`config.mk`:
```
export PLATFORM = sky130hd
export DESIGN_NAME = fdtd_step_ctrl
export DESIGN_NICKNAME = d
export VERILOG_FILES = /design/src/rtl/fdtd_step_ctrl.sv
export SDC_FILE = /design/constraint.sdc
export NUM_CORES = 1
export LEC_CHECK = 0
export ABC_AREA = 0
export CAP_MARGIN = 10
export CORE_MARGIN = 8
export CORE_UTILIZATION = 48
export CTS_CLUSTER_SIZE = 24
export DETAILED_ROUTE_END_ITERATION = 6
export GPL_TIMING_DRIVEN = 1
export PLACE_DENSITY = 0.77
export SETUP_SLACK_MARGIN = 0.3
export SLEW_MARGIN = 10
export SYNTH_ARGS = -nofsm -noshare
export SYNTH_HDL_FRONTEND = slang
export SYNTH_SLANG_ARGS = --single-unit
```
`constraint.sdc`:
```
create_clock -name CLK -period 2.65 [get_ports CLK]
set_input_delay 0.6625 -clock CLK [delete_from_list [all_inputs] [get_ports CLK]]
set_output_delay 0.6625 -clock CLK [all_outputs]
set_load 0.02 [all_outputs]
```
`src/rtl/fdtd_step_ctrl.sv`:
```
// Time-step sequencer for the 1-D FDTD engine: per step sweeps Hy over cells
// 0..G-2, Ez over 1..G-1, then one source injection, then one quiet cycle.
module fdtd_step_ctrl #(
  parameter int GRID_SIZE  = 200,
  parameter int ADDR_WIDTH = 10,
  parameter int STEP_WIDTH = 16
) (
  input  logic                  CLK,
  input  logic                  RST,
  input  logic                  start_i,
  input  logic [STEP_WIDTH-1:0] num_steps_i,
  input  logic [ADDR_WIDTH-1:0] src_idx_i,
  input  logic                  dp_ready_i,
  output logic                  busy_o,
  output logic                  done_o,
  output logic                  calc_Hy_en_o,
  output logic                  calc_Ez_en_o,
  output logic                  calc_src_en_o,
  output logic [ADDR_WIDTH-1:0] cell_addr_o,
  output logic [STEP_WIDTH-1:0] step_cnt_o
);

  localparam logic [ADDR_WIDTH-1:0] LAST_CELL = ADDR_WIDTH'(GRID_SIZE - 1);
  localparam logic [ADDR_WIDTH-1:0] LAST_HY   = ADDR_WIDTH'(GRID_SIZE - 2);

  typedef enum logic [2:0] {
    S_IDLE,
    S_CALC_HY,
    S_CALC_EZ,
    S_LOAD_SRC,
    S_STEP_END,
    S_DONE
  } state_e;

  state_e                state_q, state_d;
  logic [ADDR_WIDTH-1:0] addr_q,  addr_d;
  logic [STEP_WIDTH-1:0] step_q,  step_d;
  logic [STEP_WIDTH-1:0] n_q,     n_d;
  logic [ADDR_WIDTH-1:0] src_q,   src_d;

  always_ff @(posedge CLK) begin
    if (RST) begin
      state_q <= S_IDLE;
      addr_q  <= '0;
      step_q  <= '0;
      n_q     <= '0;
      src_q   <= '0;
    end else begin
      state_q <= state_d;
      addr_q  <= addr_d;
      step_q  <= step_d;
      n_q     <= n_d;
      src_q   <= src_d;
    end
  end

  always_comb begin
    state_d       = state_q;
    addr_d        = addr_q;
    step_d        = step_q;
    n_d           = n_q;
    src_d         = src_q;
    done_o        = 1'b0;
    calc_Hy_en_o  = 1'b0;
    calc_Ez_en_o  = 1'b0;
    calc_src_en_o = 1'b0;

    unique case (state_q)
      S_IDLE: begin
        if (start_i) begin
          n_d    = num_steps_i;
          // Out-of-range source cells inject at the last cell.
          src_d  = (src_idx_i > LAST_CELL) ? LAST_CELL : src_idx_i;
          step_d = '0;
          addr_d = '0;
          state_d = (num_steps_i == '0) ? S_DONE : S_CALC_HY;
        end
      end

      S_CALC_HY: begin
        calc_Hy_en_o = dp_ready_i;
        if (dp_ready_i) begin
          if (addr_q == LAST_HY) begin
            addr_d  = ADDR_WIDTH'(1);
            state_d = S_CALC_EZ;
          end else begin
            addr_d = addr_q + ADDR_WIDTH'(1);
          end
        end
      end

      S_CALC_EZ: begin
        calc_Ez_en_o = dp_ready_i;
        if (dp_ready_i) begin
          if (addr_q == LAST_CELL) begin
            addr_d  = src_q;
            state_d = S_LOAD_SRC;
          end else begin
            addr_d = addr_q + ADDR_WIDTH'(1);
          end
        end
      end

      S_LOAD_SRC: begin
        calc_src_en_o = dp_ready_i;
        if (dp_ready_i) state_d = S_STEP_END;
      end

      S_STEP_END: begin
        // n_q is nonzero here, so n_q-1 never underflows.
        if (step_q == n_q - STEP_WIDTH'(1)) begin
          state_d = S_DONE;
        end else begin
          step_d  = step_q + STEP_WIDTH'(1);
          addr_d  = '0;
          state_d = S_CALC_HY;
        end
      end

      S_DONE: begin
        done_o  = 1'b1;
        state_d = S_IDLE;
      end

      default: state_d = S_IDLE;
    endcase
  end

  assign busy_o      = (state_q != S_IDLE);
  assign cell_addr_o = addr_q;
  assign step_cnt_o  = step_q;

endmodule

```
==> reports/results.txt <==
initial DRC count - 223
Die H - 98.7 um
Post-synth top flop - dfxtp_1
Sink Count - 55
largest net degree at the start of global routing - 24
Slew headroom - 0.521
status - finished with violations
Final setup viols - 25
max_cap viols - 0
Tightest Hold Check Type - reg2reg
total CTS buffers - 5
io pins - 61
Leakage - 1.78 nW
EDFF count, synth - 0
Worst VDD drop - 0.000304 V
Critical Path Slowest Stage Cell - or4_4
die area - 9750 um2
initial antenna violation count - 0
largest family of logic cells by synthesized area - simple AND/OR/NAND/NOR gates
Post-Route WL - 10400 um
count of different cell masters after synthesis - 60
CORE AREA - 6720 um2
Crit Path Category - reg2reg
post-route design area - 4740 um2
PortBufs - 60
Post-Synth XOR/XNOR Area - 0.0693
failing checks - negative setup slack
first-pass GRT wire length - 16600 um
R2R setup slack - -150 ps
grt ovf - 0
post-synthesis mux area share - 0.0122
Setup TNS Final - -1540 ps
Mapped Cells - 415
Clock transition at path regs - 90 ps
final period utilization - 1.06
CP Capture Type - flip-flop
Sequential cell area - 1110 um2
share of flip-flops with an asynchronous set or reset - 0
final count of hold timing violations - 0
Worst path most repeated cell - buf_4
Post-DRT Antenna Nets - 0
Wirelength per Cell - 17.6 um
Yosys warnings - 0
area share of and/or/nand/nor cells after synthesis - 0.304
Clock Path Buffers - 2
Post-Syn Area - 3290 um2
CTS tree - done
Fmax - 357 MHz
number of global-route vias before repair - 3375
vias per std cell - 6.08
Power per Cell Area - 483 nW/um2
DRT Pass-1 Iters - 5
sequential fraction of the synthesis area - 0.335
Multi-input gate area - 2330 um2
Worst-Skew Late Latency - 310 ps
CP startpoint kind - flip-flop
Mapped Avg Cell Area - 7.92 um2
fin crit period - 2800 ps
CTS Hold Bufs - 0
RePlAce Congestion - 0.847
Yosys reg bits - 55
# DRC - 0
CP cell instances - or4_4, nor4_4, buf_4, a21oi_1, nor3_1, buf_4, nor4_4, buf_4, a21boi_4, a21boi_0, o32ai_1
layout cell share with drive strength beyond 1 - 0.248
Compound-Gate Fraction of Synth Area - 0.213
WP data required - 2830 ps
Net count, final - 545
Worst path max stage delay - 560 ps
Layout Skew - 4.21 ps
Placement Cell Area - 4230 um2
total track usage - 0.208
setup ws final - -151 ps
RSZ-0062 raised after global routing - yes
Layout area overhead - 44.3%
row count - 30
Vias - 3598
worst-path fanout max - 4
H-tree Lvls - 2
post-synthesis adder-cell area fraction - 0.0152
post-DP HPWL - 7080 um
Clock Tree Root - clkbuf_8
Initial Util - 0.489
hold_ws - 487 ps
Crit path arrival time - 2980 ps
syn_nets - 449
Slew Limit Fails - 0
Slew @ Worst Pin - 711 ps
Die W - 98.7 um
Fillers - 468
Antenna Cells - 0
==> per-stage QoR <==
step	setup slack [ps]	total power, W	utilization	std cells
2_1_floorplan	-28.7	0.00137	-	415
3_3_place_gp	-128	0.00158	0.629	569
3_5_place_dp	-248	0.00160	0.629	569
4_1_cts	-60.5	0.00225	0.696	590
5_1_grt	-203	0.00240	0.706	592
6_report	-151	0.00229	0.706	592
==> cells in the mapped netlist (2+ instances only) <==
library cell,instances,share of area
nand2b_1,6,0.011
a31o_1,2,0.0053
nand4_1,8,0.015
xor2_1,5,0.013
a211oi_2,5,0.019
nand3b_1,2,0.0046
a211oi_1,4,0.0091
mux2i_1,4,0.012
or4b_1,2,0.0061
clkbuf_1,19,0.022
o21a_1,3,0.0069
o21ai_0,8,0.012
or4_1,5,0.011
inv_1,9,0.010
and3_1,11,0.021
a31oi_1,5,0.0095
nor2b_1,4,0.0076
a22oi_1,6,0.014
nor2_1,44,0.050
a41o_1,3,0.0091
a32o_1,3,0.0091
buf_6,3,0.010
o311ai_0,2,0.0053
and2_1,6,0.011
a211o_1,2,0.0053
nor4_1,14,0.027
buf_1,2,0.0023
a31o_2,2,0.0053
ha_1,4,0.015
buf_2,2,0.0030
dfxtp_1,55,0.34
nand2_1,52,0.059
nor3_1,11,0.017
nor4b_1,3,0.0080
nand4b_1,2,0.0053
nand3_1,9,0.014
o221a_2,4,0.014
a32oi_1,2,0.0053
xnor2_1,21,0.056
nor3b_1,4,0.0091
a21oi_1,38,0.058
==> worst paths after layout <==
path | start | to | cells after the start
setup reg to reg | n_q[6] | cell_addr_o[2] | 11
hold / removal | n_q[15] | n_q[15] | 2
hold reg to reg | n_q[15] | n_q[15] | 2
setup / recovery | n_q[6] | cell_addr_o[2] | 11
==> layout by cell type (no fill, tap or decap), types with 7 or more instances in the layout <==
| cell type | synthesis | layout |
|---|---|---|
| clkdlybuf4s50_1 | 0 | 56 |
| buf_6 | 3 | 15 |
| nand3_1 | 9 | 8 |
| nor2_1 | 44 | 38 |
| dfxtp_1 | 55 | 50 |
| a21oi_1 | 38 | 33 |
| nand2_1 | 52 | 51 |
| inv_1 | 9 | 7 |
| nand4_1 | 8 | 8 |
| nor3_1 | 11 | 10 |
| clkbuf_8 | 0 | 7 |
| buf_4 | 1 | 39 |
| and3_1 | 11 | 11 |
| nor4_1 | 14 | 10 |
| xnor2_1 | 21 | 19 |
==> registers in the layout, summed over array words and instances, names as in the netlist <==
| signal | cells |
|---|---|
| step_cnt_o | 16 |
| n_q | 16 |
| cell_addr_o | 10 |
| state_q | 3 |
| src_q | 10 |
==> report_power, final <==
part / internal (W) / total, W / switching (W)
Sequential: 0.000873 / 0.000940 / 0.0000669
Clock: 0.000239 / 0.000505 / 0.000266
Combinational: 0.000405 / 0.000845 / 0.000440
==> final cells by class <==
cell class | instances | share of cell area
Sequential cell | 55 | 0.235
Tap cell | 80 | 0.0211
Inverter | 10 | 0.00844
Timing Repair Buffer | 114 | 0.223
Multi-Input combinational cell | 325 | 0.492
Clock buffer | 8 | 0.0211
==> what timing repair did <==
action | in CTS | in global routing
endpoints found under the hold margin | 0 | 0
pin swaps | 33 | 10
gates resized for setup | 66 | 14
endpoints found under the setup margin | 32 | 28
setup buffers | 11 | 2
cloned | 2 | 0
==> per-layer routing <==
layer | GRT usage | vias up | wire length [um]
li1 | - | 1701 | -
met4 | 0.0826 | 0 | 250
met3 | 0.0374 | 22 | 691
met2 | 0.346 | 159 | 5050
met5 | 0 | - | 0
met1 | 0.258 | 1716 | 4450
==> worst max-delay path: cells and delay by family (launching register included) <==
kind | cells | cell delay, ps
flops | 1 | 380
buf+inv | 3 | 480
compound gates | 4 | 720
simple gates | 4 | 1090
==> cells by family (layout without fill, tap and decap cells) <==
| logic type | after synthesis | in the layout |
|---|---|---|
| AO/OA/AOI/OAI | 99 | 101 |
| XOR/XNOR | 26 | 26 |
| adder cells (fa/ha/maj) | 4 | 4 |
| buffers and inverters | 37 | 132 |
| flip-flops | 55 | 55 |
| multiplexers | 4 | 4 |
| AND/OR/NAND/NOR | 190 | 190 |
Power figures use the tool's default switching activity.
